### config.mk
export PLATFORM = sky130hd
export DESIGN_NAME = mat_stream_buf
export DESIGN_NICKNAME = d
export VERILOG_FILES = /design/src/rtl/mat_stream_buf.sv
export SDC_FILE = /design/constraint.sdc
export NUM_CORES = 1
export LEC_CHECK = 0
export CORE_AREA = 2 2 417 419
export DETAILED_ROUTE_END_ITERATION = 8
export DIE_AREA = 0 0 419 421
export PLACE_DENSITY = 0.46
export SYNTH_ARGS = -nofsm -noshare
export SYNTH_HDL_FRONTEND = slang
export SYNTH_SLANG_ARGS = --single-unit
### constraint.sdc
create_clock -name clk -period 18 [get_ports clk]
set_input_delay 3.6 -clock clk [delete_from_list [all_inputs] [get_ports clk]]
set_output_delay 3.6 -clock clk [all_outputs]
set_load 0.02 [all_outputs]
### src/rtl/mat_stream_buf.sv
// mat_stream_buf: square-matrix input buffer between the AXI-stream DMA path
// and the matrix compute core. A matrix of n_dim x n_dim elements is captured
// in row-major order from the stream, or all slots are loaded in parallel. The
// full matrix is then held on `out` until the consumer acknowledges it.
//
// Optional feature: define MAT_STREAM_BUF_TLAST_CHECK_EN to enable the sticky
// framing-error flag `err`, which compares s_tlast with the expected last beat.
// Without the macro, s_tlast is ignored and err is tied low.

module mat_stream_buf #(
    parameter int  N_MAX = 4,
    parameter int  WIDTH = 32,
    localparam int LEN   = N_MAX * N_MAX,
    localparam int DW    = $clog2(N_MAX + 1)
) (
    input  logic                   clk,
    input  logic                   rst,
    input  logic                   start,
    input  logic [DW-1:0]          n_dim,
    input  logic [WIDTH-1:0]       s_tdata,
    input  logic                   s_tvalid,
    output logic                   s_tready,
    input  logic                   s_tlast,
    input  logic                   par_load,
    input  logic [LEN*WIDTH-1:0]   par_in,
    output logic [LEN*WIDTH-1:0]   out,
    output logic                   out_valid,
    input  logic                   out_ack,
    output logic                   busy,
    output logic                   err
);

    // count and total only ever reach LEN, so this width never wraps.
    localparam int CW = $clog2(LEN + 1);
    localparam logic [DW-1:0] N_MAX_DW = DW'(N_MAX);

    typedef enum logic [1:0] {
        IDLE = 2'd0,
        FILL = 2'd1,
        FULL = 2'd2
    } state_t;

    state_t               state_q;
    logic [CW-1:0]        count_q;
    logic [CW-1:0]        total_q;
    logic [CW-1:0]        total_d;
    logic [LEN*WIDTH-1:0] slots_q;

    logic start_ok;
    logic beat;
    logic last_beat;

    // A start is only meaningful for a dimension the buffer can hold.
    assign start_ok  = start && (n_dim != '0) && (n_dim <= N_MAX_DW);
    assign total_d   = CW'(n_dim) * CW'(n_dim);
    assign beat      = s_tvalid && (state_q == FILL);
    assign last_beat = (count_q == total_q - CW'(1));

    // Status outputs come straight from the state register: no input-to-output path.
    assign s_tready  = (state_q == FILL);
    assign busy      = (state_q == FILL);
    assign out_valid = (state_q == FULL);
    assign out       = slots_q;

    // Capture FSM: state, beat counter, matrix length and slot storage.
    always_ff @(posedge clk or posedge rst) begin
        if (rst) begin
            // NOTE: the slot array is reset as well, because an aborted capture
            // must not leave partial data visible on `out`.
            state_q <= IDLE;
            count_q <= '0;
            total_q <= '0;
            slots_q <= '0;
        end else begin
            // NOTE: every register here uses <= so all updates see the
            // pre-edge values of count_q/state_q, regardless of statement order.
            unique case (state_q)
                IDLE: begin
                    if (par_load) begin
                        slots_q <= par_in;
                        state_q <= FULL;
                    end else if (start_ok) begin
                        total_q <= total_d;
                        count_q <= '0;
                        slots_q <= '0;
                        state_q <= FILL;
                    end
                end
                FILL: begin
                    if (beat) begin
                        for (int k = 0; k < LEN; k++) begin
                            if (count_q == CW'(k)) begin
                                slots_q[k*WIDTH +: WIDTH] <= s_tdata;
                            end
                        end
                        count_q <= count_q + CW'(1);
                        if (last_beat) begin
                            state_q <= FULL;
                        end
                    end
                end
                FULL: begin
                    // Release wins; a reload is only taken while the matrix is still held.
                    if (out_ack) begin
                        state_q <= IDLE;
                    end else if (par_load) begin
                        slots_q <= par_in;
                    end
                end
                default: begin
                    state_q <= IDLE;
                end
            endcase
        end
    end

`ifdef MAT_STREAM_BUF_TLAST_CHECK_EN
    logic err_q;

    // Sticky framing error: s_tlast must mark exactly the beat that completes the matrix.
    always_ff @(posedge clk or posedge rst) begin
        if (rst) begin
            err_q <= 1'b0;
        end else if ((state_q == IDLE) && !par_load && start_ok) begin
            err_q <= 1'b0;
        end else if (beat && (s_tlast != last_beat)) begin
            err_q <= 1'b1;
        end
    end

    assign err = err_q;
`else
    logic unused_tlast;

    assign unused_tlast = s_tlast;
    assign err          = 1'b0;
`endif

endmodule

Word level (Yosys, flattened, before mapping):

Index checks and enable logic that the tools add are counted.

* word-level logic and storage cells: 125
* flip-flop bits (word level): 524
* output and inout port bits: 516
* input port bits: 554

* mux-type cells: 32
* add/subtract/negate cells: 2
* bitwise operators: 1
* equality and inequality tests: 42
* $mul: 1
* reductions and logical operators: 27
* $lt $le $gt $ge: 1

Operators by type and width (number)
* 2-to-1 mux 512 bit: 5
* one-hot mux 512 bit (3 select lines): 1
* 2-to-1 mux 32 bit: 16
* AND reduction 6 bit: 16
* == test 5 x 4 -> 1 bit, second input constant: 8
* inequality test 2 x 1 -> 1 bit, second input constant: 19
* == test 5 x 3 -> 1 bit, second input constant: 4
* 2-to-1 mux 5 bit: 3
* == test 5 x 2 -> 1 bit, second input constant: 2
* 2-to-1 mux 2 bit: 5
* one-hot mux 5 bit (2 select lines): 1
* inequality test 2 bit, second input constant: 4
* AND reduction 4 bit: 2
* one-hot mux 2 bit (3 select lines): 1
* nonzero test 3 bit: 2
* adder 5 x 1 -> 5 bit, second input constant: 1
* == test 5 x 1 -> 1 bit, second input constant: 1
* == test 5 bit: 1
* logical NOT 5 bit: 1
* multiplier 3 x 3 -> 5 bit: 1
* subtractor 5 x 1 -> 5 bit, second input constant: 1
* <= comparator 3 bit, second input constant: 1
* logical AND 1 bit: 3
* inequality test 3 bit, second input constant: 1
* 6 further kinds: 6

Longest topological paths before layout:

Gate-level depths: netlist of the first run.

* depth in word-level cells: 6
* depth in mapped cells: 10
* mapped depth without buffers: 7

Worst setup path after synthesis of the first run:

No wires, ideal clock.

* kind: input port to flip-flop
* start point: in n_dim[0]
* end point: reg slots_q[416], in the netlist out[416]
* library setup time: 0.079 ns
* path slack: 13.064 ns
* buffers on the path: 2
* data required time: 17.921 ns
* data arrival time: 4.857 ns
* stages: 7
* cell sequence: or3_4 -> a31oi_4 -> buf_6 -> nor2_8 -> nand2_2 -> buf_6 -> mux2i_1

* cells in the longest elaborated chain, start to end: 5
* elaborated cells between the ends (all ways): 6
* classes of those cells: order compare: 1; eq/ne: 1; reduce/logical: 4

Ends and longest elaborated chain
* start: declaration: line 19 `input logic [DW-1:0] n_dim,`
* branches (longest 2 deep; another with <= comparator 3 bit)
* logical AND 1 bit (*): line 54 `assign start_ok = start && (n_dim != '0) && (n_dim <= N_MAX_DW);`
* inequality test 3 bit (no source line) (*)
* AND reduction 6 bit (no source line) (*)
* end signal: assignment: line 80 `slots_q <= par_in;`
* end signal: indexed assignment: line 93 `slots_q[k*WIDTH +: WIDTH] <= s_tdata;`
* end signal: assignment: line 107 `slots_q <= par_in;`
* end: declaration: line 47 `logic [LEN*WIDTH-1:0] slots_q;`

Every way passes the cells marked *.
A chain may end at the register's enable or synchronous reset.

==> out/metrics.cfg, run 1 <==
[run_status]
status=finished clean

[clocking]
ctsHtreeMaxLevel=3
root_buffer=clkbuf_16
post-cts-setup-buffer-count=0
cts.sinks=523
cts_buffers=74
clk_pin_slew_ns=0.06
ctsResizeCount=0
cts_tree=yes
cts_buffer_depth=3
cts_hold_buffers=0
clk_latency_ns=0.72

[timing]
setup_viol=0
max_freq_mhz=151.7
tightest_slew_ns=1.190
setup_tns_ns=0
slew_viol_final=0
post-route-period-util_pct=36.62
rsz0062_at_grt=no
period_minus_slack_ns=6.592
relSlewSlack_pct=20.67
fin_worst_skew_ns=0.01925
whs_ns=0.4793
hold_violations=0
fin_ws_ns=11.41

[global_route]
grt_first_pass_wirelength_microns=220800
grt-ovfl-total=0
grt_max_degree=191
first_global_vias=22384
antenna_found_initial=64
grt_util_all_layers_pct=18.75

[critical_path]
crit_family=buffers and inverters
crit_arrival_ns=7.30
crit_top_cell=buf_4
cp_num_buf_inv=5
cp_slowest_cell=buf_4
startpoint_type=input pin
required_ns=18.70
critPathKind=in -> async
path_cells=clkdlybuf4s50_1 > clkinvlp_4 > buf_4 > buf_4 > buf_4
end_kind=async pin
max_stage_delay_ns=0.84
crit_fanout=65

[die]
die_h_microns=421
rows=153
core_area_sq_um=172500
die-area_sq_um=176400
fp.dieW_microns=419
start_util_pct=13.72
ios=1070

[detailed_routing]
vias_per_cell=3.937
num_vias=22876
ant_nets=0
wirelength_microns=170100
drt_iter0_markers=1819
wl_per_cell_microns=29.28
dr.pass1.iters=5
drc=0

[synthesis]
ys_seq_area_share_pct=55.30
ys_warn_count=0
synth_top_area_share_pct=55.30
synthTopCellsByArea=dfrtp_1, a21oi_1, mux2i_1, o21ai_1, nand2_1
ys_ff_latch=523
syn_inst=2432
avgSynthCellArea_sq_um=9.731
synth_largest_area_cell=dfrtp_1
yosysUniqueCellTypes=47
syn_nets=2997
synth-async-reset-ratio_pct=100.0
synth_area_sq_um=23670
synthFlopType=dfrtp_1
synth-edff-count=0

[power_and_ir_drop]
power_switching_mw=3.591
power.density_nw_per_um2=196.2
power_frac_seq_pct=25.0
ir_drop_uv=158.3
leakage_nw=16.17
clkPwrFrac_pct=20.6
combPwrFrac_pct=54.4
p_int_mw=4.066
sw_frac_of_total_pct=46.90

[placed_design]
hpwl_microns=127000
pre_cts_ws_ns=10.54
port_buffers=1067
place_congestion=0.9067

[layout]
area_growth_pct=64.86
finalNetCount=3969
drive_above_1_share_pct=6.665

[hold_path]
min_path_type=reg -> reg

[run]
maxCapViolCount=0

[per-stage QoR]
| stage | std cells | instance area [sq um] | power, mW | util, % |
|---|---|---|---|---|
| after global placement | 5653 | 36410 | 6.156 | 21.11 |
| after detailed placement | 5653 | 36410 | 6.184 | 21.11 |
| final | 5810 | 39010 | 7.656 | 22.62 |
| after CTS | 5791 | 38970 | 7.814 | 22.59 |
| after floorplan | 2432 | 23670 | 4.226 | - |
| after global routing | 5794 | 38970 | 8.079 | 22.60 |
[synth_stat cells (2+ instances only)]
cell	n
or3_1	9
buf_6	33
o21ai_4	3
nand2b_1	4
mux2i_1	225
o21ai_1	234
a211oi_1	2
a21oi_1	524
nand4_1	4
xor2_1	3
nor2b_1	2
and3_1	33
nor3_1	2
clkbuf_1	89
a41o_1	3
nor3b_1	2
buf_2	43
nand2_1	302
o21ai_0	60
ha_1	11
inv_1	234
nand2_2	4
buf_4	52
mux2_2	3
and4bb_2	2
xnor2_1	3
buf_1	3
dfrtp_1	523
and2_1	2
[cells in the final DEF, fill, tap and decap left out, drive strengths merged, types with 2 or more instances in the layout]
cell           instances
clkinvlp               4
nand2                306
clkdlybuf4s50       1067
nor2                   2
nor3b                  2
and3                  33
and2                   2
nor2b                  2
dfrtp                523
or3                   10
xor2                   3
bufinv                 5
nand2b                 4
xnor2                  3
clkinv                19
inv                  236
and4bb                 2
o21ai                298
a41o                   3
diode                 19
nor3                   2
clkbuf               109
mux2i                225
ha                    11
a21oi                524
a211oi                 2
nand4                  4
buf                   49
mux2                   3
[power by group through the flow]
stage	sequential (mW)	combinational (mW)	clock (mW)
final	1.91	4.17	1.58
after detailed placement	1.92	4.26	0
after global placement	1.91	4.25	0
after floorplan	2.37	1.85	0
after CTS	1.91	4.27	1.63
after global routing	1.96	4.45	1.67
[worst register-to-register path, stage by stage (launching register included)]
cell and delay, ns:
dfrtp_1 0.40, inv_1 0.09, ha_2 0.88, mux2_8 0.68
buf_4 0.79, buf_4 0.69, a21oi_1 0.26, mux2i_1 0.17
[layer usage]
metal / wire, microns / GRT usage [%] / up-vias
met5: 386 / 0 / -
met4: 5990 / 6.781 / 56
met3: 14230 / 5.395 / 255
met2: 80440 / 30.83 / 996
met1: 69090 / 23.17 / 11476
li1: - / - / 10093
[sequential cells by signal (all words and copies together) (netlist names)]
name     count
state_q      2
out        512
count_q      5
total_q      4
[final cells by class]
| class | count | area [sq um] |
|---|---|---|
| flip-flops and latches | 523 | 13090 |
| multi-input cells | 1454 | 8451 |
| clock buffers | 109 | 2173 |
| repair buffers | 1116 | 11070 |
| fillers | 18783 | 133500 |
| clock inverters | 29 | 387.9 |
| well taps | 2325 | 2909 |
| inverters | 235 | 885.9 |
| diodes | 19 | 47.55 |
[worst paths after layout]
path / start / endpoint / slack (ns) / cells past startpoint
worst max register to register: state_q[1]$_DFFE_PP0P_ / out[165]$_DFFE_PP0P_ / 13.98 / 7
worst max-delay path: rst / out[114]$_DFFE_PP0P_ / 11.41 / 5
max in group clk: state_q[1]$_DFFE_PP0P_ / busy / 11.67 / 4
min in group asynchronous: rst / out[42]$_DFFE_PP0P_ / 3.45 / 2
worst min-delay path: out[382]$_DFFE_PP0P_ / out[382]$_DFFE_PP0P_ / 0.48 / 2
worst min register to register: out[382]$_DFFE_PP0P_ / out[382]$_DFFE_PP0P_ / 0.48 / 2
[logic make-up (layout without fill, tap and decap cells)]
logic type | count (synthesis) | after routing | synth area share (%)
mux | 228 | 228 | 9.660
other cells | 1 | 20 | 0.01585
fa+ha+maj | 11 | 11 | 0.5816
flops | 523 | 523 | 55.30
buf+inv | 455 | 1489 | 9.316
xor+xnor | 6 | 6 | 0.2221
simple gates | 371 | 371 | 6.778
compound gates | 837 | 837 | 18.12
Power figures use the tool's default switching activity.
==> run 2, diff against run 1 <==
- clock period: 18 -> 5.9 ns (I/O delays scaled with it)
==> out/metrics.cfg, run 2 (same netlist as run 1, synthesis figures left out) <==
[run_status]
status=finished clean

[hold_path]
min_path_type=reg -> reg
hold_start=out[221]$_DFFE_PP0P_

[placed_design]
place_congestion=0.9193  ; +1.4%
port_buffers=1067  ; unchanged
dpl-instance-area_sq_um=36620  ; +0.58%
hpwl_microns=130800  ; +3.0%

[global_route]
grt_util_all_layers_pct=18.62  ; -0.13 points
first_global_vias=22662  ; +1.2%
grt-ovfl-total=0  ; unchanged
antenna_found_initial=81  ; +27%
grt_max_degree=115  ; -40%
grt_first_pass_wirelength_microns=219900  ; -0.41%

[critical_path]
crit_fanout=42  ; -35%
crit_arrival_ns=2.54  ; -4.76 ns
cp_num_buf_inv=3  ; -2
critPathKind=reg -> out
path_cells=inv_1 > ha_2 > buf_4 > clkdlybuf4s50_1
end_kind=output port
cp_slowest_cell=clkdlybuf4s50_1
startpoint_type=flip-flop
required_ns=4.72  ; -13.98 ns
critPathLaunch=state_q[1]$_DFFE_PP0P_
r2r-start=state_q[1]$_DFFE_PP0P_
crit_family=buffers and inverters
max_stage_delay_ns=0.71  ; -0.13 ns

[detailed_routing]
wirelength_microns=169100  ; -0.59%
wl_per_cell_microns=29.08  ; -0.69%
drc=0  ; unchanged
drt_iter0_markers=1519  ; -16%
num_vias=22860  ; -0.070%
dr.pass1.iters=5  ; unchanged
ant_nets=0  ; unchanged
vias_per_cell=3.931  ; -0.17%

[die]
rows=153  ; unchanged
ios=1070  ; unchanged
start_util_pct=13.72  ; unchanged
die-area_sq_um=176400  ; unchanged
core_area_sq_um=172500  ; unchanged
die_h_microns=421  ; unchanged
fp.dieW_microns=419  ; unchanged

[timing]
rsz0062_at_grt=no
relSlewSlack_pct=20.76  ; +0.088 points
fin_worst_skew_ns=0.03401  ; +0.01476 ns
max_freq_mhz=268.9
tightest_slew_ns=1.189  ; -0.001318 ns
setup_viol=0  ; unchanged
period_minus_slack_ns=3.719
hold_violations=0  ; unchanged
slew_viol_final=0  ; unchanged
post-route-period-util_pct=63.03

[layout]
largest_reg_flops=512  ; unchanged
drive_above_1_share_pct=6.964  ; +0.30 points
final_cell_mix=clkdlybuf4s50_1, a21oi_1, dfrtp_1
stdcell_area_sq_um=39030  ; about the same
area_growth_pct=64.94  ; about the same
finalNetCount=3986  ; +0.43%
final_common_cell=clkdlybuf4s50_1

[run]
maxCapViolCount=0  ; unchanged

[clocking]
cts_tree=yes
cts_buffers=73  ; -1.4%
clk_latency_ns=0.69  ; -0.03 ns
ctsHtreeMaxLevel=3  ; unchanged
ctsResizeCount=0  ; unchanged
post-cts-setup-buffer-count=0  ; unchanged
root_buffer=clkbuf_16
cts_buffer_depth=3  ; unchanged
cts_hold_buffers=0  ; unchanged
clk_pin_slew_ns=0.05  ; about the same
cts.sinks=523  ; unchanged

[power_and_ir_drop]
p_int_mw=12.27  ; +200%
combPwrFrac_pct=55.9  ; +1.5 points
leakage_nw=16.21  ; +0.24%
clkPwrFrac_pct=19.3  ; -1.3 points
power.density_nw_per_um2=596.6  ; +200%
sw_frac_of_total_pct=47.30  ; +0.40 points
power_frac_seq_pct=24.8  ; -0.2 points
power_switching_mw=11.02  ; +210%
p_total_mw=23.29  ; +200%
ir_drop_uv=293.0  ; +85%

[run 2: cell count changes in the layout (fill, tap and decap cells not counted), sizes merged]
cell	delta
clkbuf	-7
inv	+2
diode	-3
buf	+18
clkinv	+1
clkinvlp	-1
bufinv	-4
[run 2: layer usage]
metal  share of wire (%)  up-vias  global-route usage, %
met2                  48      983                  31.20
met5                0.32        -                      0
met1                  39    11432                  22.08
met4                 2.8       82                  5.361
met3                 9.4      245                  6.901
li1                    -    10118                      -
[run 2: final timing paths]
check / end / slack (ns) / cells past startpoint
worst max register to register: out[253]$_DFFE_PP0P_ / 2.20 / 6
min in group asynchronous: out[427]$_DFFE_PP0P_ / 0.92 / 2
worst min-delay path: out[221]$_DFFE_PP0P_ / 0.48 / 2
worst max-delay path: busy / 2.18 / 4
max in group asynchronous: out[73]$_DFFE_PP0P_ / 3.53 / 4
worst min register to register: out[221]$_DFFE_PP0P_ / 0.48 / 2
[run 2: area by class of cell]
class	count	area (sq um)
sequential	523	13090
clock inverter	27	279.0
inverter	235	885.9
tap	2325	2909
clock buffer	102	2097
multi-input combinational	1454	8451
fill	18788	133400
timing repair buffer	1134	11280
antenna	16	40.04
[run 2: worst reg2reg max path, stage by stage, from the launching register on]
cell	delay, ns
dfrtp_1	0.40
inv_1	0.08
ha_2	0.88
mux2_8	0.72
buf_12	0.48
a21oi_1	0.83
o21ai_0	0.16
[run 2: power groups by stage]
stage | registers [mW] | logic (mW) | clock network [mW]
after global placement | 5.78 | 13.2 | 0
after floorplan | 7.23 | 5.66 | 0
after global routing | 5.93 | 13.9 | 4.77
after detailed placement | 5.81 | 13.3 | 0
final | 5.78 | 13.0 | 4.50
after CTS | 5.77 | 13.3 | 4.64
[run 2: metrics by stage]
stage | hold WS, ns | setup slack (ns) | TNS [ns] | cells | utilization (%)
2_1_floorplan | 0.4689 | -2.386 | -1247.98 | 2432 | -
3_3_place_gp | 0.4651 | 1.800 | 0 | 5671 | 21.23
3_5_place_dp | 0.4691 | 1.741 | 0 | 5671 | 21.23
4_1_cts | 0.4822 | 2.087 | 0 | 5800 | 22.61
5_1_grt | 0.4998 | 2.002 | 0 | 5804 | 22.61
6_report | 0.4789 | 2.181 | 0 | 5816 | 22.63
==> run 3, diff against run 2 <==
- PLACE_DENSITY: 0.46 -> 0.45
- clock period: 5.9 -> 3.75 ns (I/O delays scaled with it)
==> out/metrics.cfg, run 3 (same netlist as run 1, synthesis figures left out) <==
[run_status]
status=finished clean

[hold_path]
holdPathEnd=out[221]$_DFFE_PP0P_
min_path_type=reg -> reg
hold_start=out[221]$_DFFE_PP0P_
min_path_cells=2  ; unchanged

[clocking]
root_buffer=clkbuf_16
cts_hold_buffers=0  ; unchanged
post-cts-setup-buffer-count=0  ; unchanged
ctsResizeCount=0  ; unchanged
cts.sinks=523  ; unchanged
cts_buffers=75  ; +2.7%
clk_pin_slew_ns=0.06  ; about the same
cts_tree=yes
ctsHtreeMaxLevel=3  ; unchanged
cts_buffer_depth=3  ; unchanged
clk_latency_ns=0.70  ; about the same

[critical_path]
path_cells=inv_1 > ha_2 > buf_4 > clkdlybuf4s50_1
startpoint_type=flip-flop
required_ns=3.00  ; -1.72 ns
crit_family=buffers and inverters
crit_fanout=42  ; unchanged
end_kind=output port
r2r_cells=6  ; unchanged
cp_slowest_cell=clkdlybuf4s50_1
r2r-start=state_q[0]$_DFFE_PP0P_
rrSetupSlack_ns=0.89  ; -1.31 ns
cp_num_buf_inv=3  ; unchanged
max_stage_delay_ns=0.74  ; +0.03 ns
crit_arrival_ns=2.61  ; +0.07 ns
critPathKind=reg -> out
r2r-end=out[432]$_DFFE_PP0P_

[detailed_routing]
drt_iter0_markers=1674  ; +10%
wl_per_cell_microns=29.07  ; about the same
wirelength_microns=170400  ; +0.72%
ant_nets=0  ; unchanged
dr.pass1.iters=6  ; +1
drc=0  ; unchanged
vias_per_cell=3.945  ; +0.36%
num_vias=23117  ; +1.1%

[die]
start_util_pct=13.72  ; unchanged
die-area_sq_um=176400  ; unchanged
fp.dieW_microns=419  ; unchanged
core_area_sq_um=172500  ; unchanged
rows=153  ; unchanged
die_h_microns=421  ; unchanged
ios=1070  ; unchanged

[global_route]
grt_max_degree=77  ; -33%
antenna_found_initial=72  ; -11%
grt_first_pass_wirelength_microns=222100  ; +1.0%
grt-ovfl-total=0  ; unchanged
first_global_vias=22979  ; +1.4%
grt_util_all_layers_pct=18.76  ; +0.14 points

[layout]
final_cell_mix=clkdlybuf4s50_1, a21oi_1, dfrtp_1
final_common_cell=clkdlybuf4s50_1
drive_above_1_share_pct=8.234  ; +1.3 points
stdcell_count=5860  ; +0.76%
area_growth_pct=69.00
finalNetCount=4029  ; +1.1%
largest_reg_flops=512  ; unchanged
stdcell_area_sq_um=39990  ; +2.5%
final_util_pct=23.19  ; +0.56 points

[placed_design]
dp.cells=5712  ; +0.72%
place_congestion=0.8941  ; -2.7%
port_buffers=1067  ; unchanged
dpl-instance-area_sq_um=37300  ; +1.9%
pre_cts_ws_ns=0.4516  ; -1.290 ns
hpwl_microns=133600  ; +2.2%

[timing]
post-route-period-util_pct=89.56
fin_worst_skew_ns=0.02961  ; -0.004401 ns
max_freq_mhz=297.7
period_minus_slack_ns=3.359
hold_violations=0  ; unchanged
tightest_slew_ns=1.019  ; -0.1700 ns
relSlewSlack_pct=32.09  ; +11 points
slew_viol_final=0  ; unchanged
setup_viol=0  ; unchanged
rsz0062_at_grt=no
fin_ws_ns=0.3914  ; -1.790 ns

[power_and_ir_drop]
ir_drop_uv=599.9  ; +100%
p_total_mw=38.01  ; +63%
leakage_nw=16.67  ; +2.9%
power.density_nw_per_um2=950.4  ; +59%

[run]
maxCapViolCount=0  ; unchanged

==> run 3: cell count changes in the layout (fill, tap and decap cells not counted), sizes merged <==
| cell | delta |
|---|---|
| inv | -3 |
| clkbuf | +2 |
| diode | -3 |
| buf | +41 |
| clkinvlp | +1 |
| bufinv | +9 |
| clkinv | -3 |
==> run 3: worst max path at each step <==
stage / endpoint / slack, ns / cells after the start / start
2_1_floorplan: count_q[0]$_DFFE_PP0P_ / -4.11 / 1 / rst
3_3_place_gp: out[37]$_DFFE_PP0P_ / 0.48 / 7 / n_dim[0]
3_5_place_dp: out[37]$_DFFE_PP0P_ / 0.45 / 7 / n_dim[0]
4_1_cts: busy / 0.31 / 4 / state_q[1]$_DFFE_PP0P_
5_1_grt: s_tready / 0.26 / 4 / state_q[1]$_DFFE_PP0P_
6_report: s_tready / 0.39 / 4 / state_q[1]$_DFFE_PP0P_
==> run 3: tightest hold or removal path, cell delays in order (launching register included) <==
cell,delay (ns)
dfrtp_1,0.34
nand2_1,0.04
o21ai_0,0.06
==> run 3: where the power goes <==
group / internal, mW / leakage, nW / switching [mW]
clock network: 4.74 / 1.30 / 3.11
registers: 7.85 / 6.81 / 1.26
logic: 7.97 / 8.56 / 13.1
==> run 3: metrics by stage <==
step / hold slack [ns] / TNS, ns
3_3_place_gp: 0.4648 / 0
5_1_grt: 0.4965 / 0
4_1_cts: 0.4612 / 0
6_report: 0.4773 / 0
3_5_place_dp: 0.4691 / 0
2_1_floorplan: 0.4689 / -2147.54
==> run 3: layer usage <==
layer / wire length (microns) / track usage (%) / share of wire, %
met1: 69910 / 23.22 / 41
met2: 81270 / 31.18 / 48
met3: 13740 / 5.930 / 8.1
met4: 4945 / 5.072 / 2.9
met5: 497 / 0 / 0.29
==> run 3: final cells by class <==
cell class / count / area (sq um)
Antenna cell: 13 / 32.53
Clock buffer: 104 / 2157
Clock inverter: 31 / 508.0
Fill cell: 18790 / 132500
Inverter: 235 / 885.9
Multi-Input combinational cell: 1454 / 8461
Sequential cell: 523 / 13090
Tap cell: 2325 / 2909
Timing Repair Buffer: 1175 / 11950
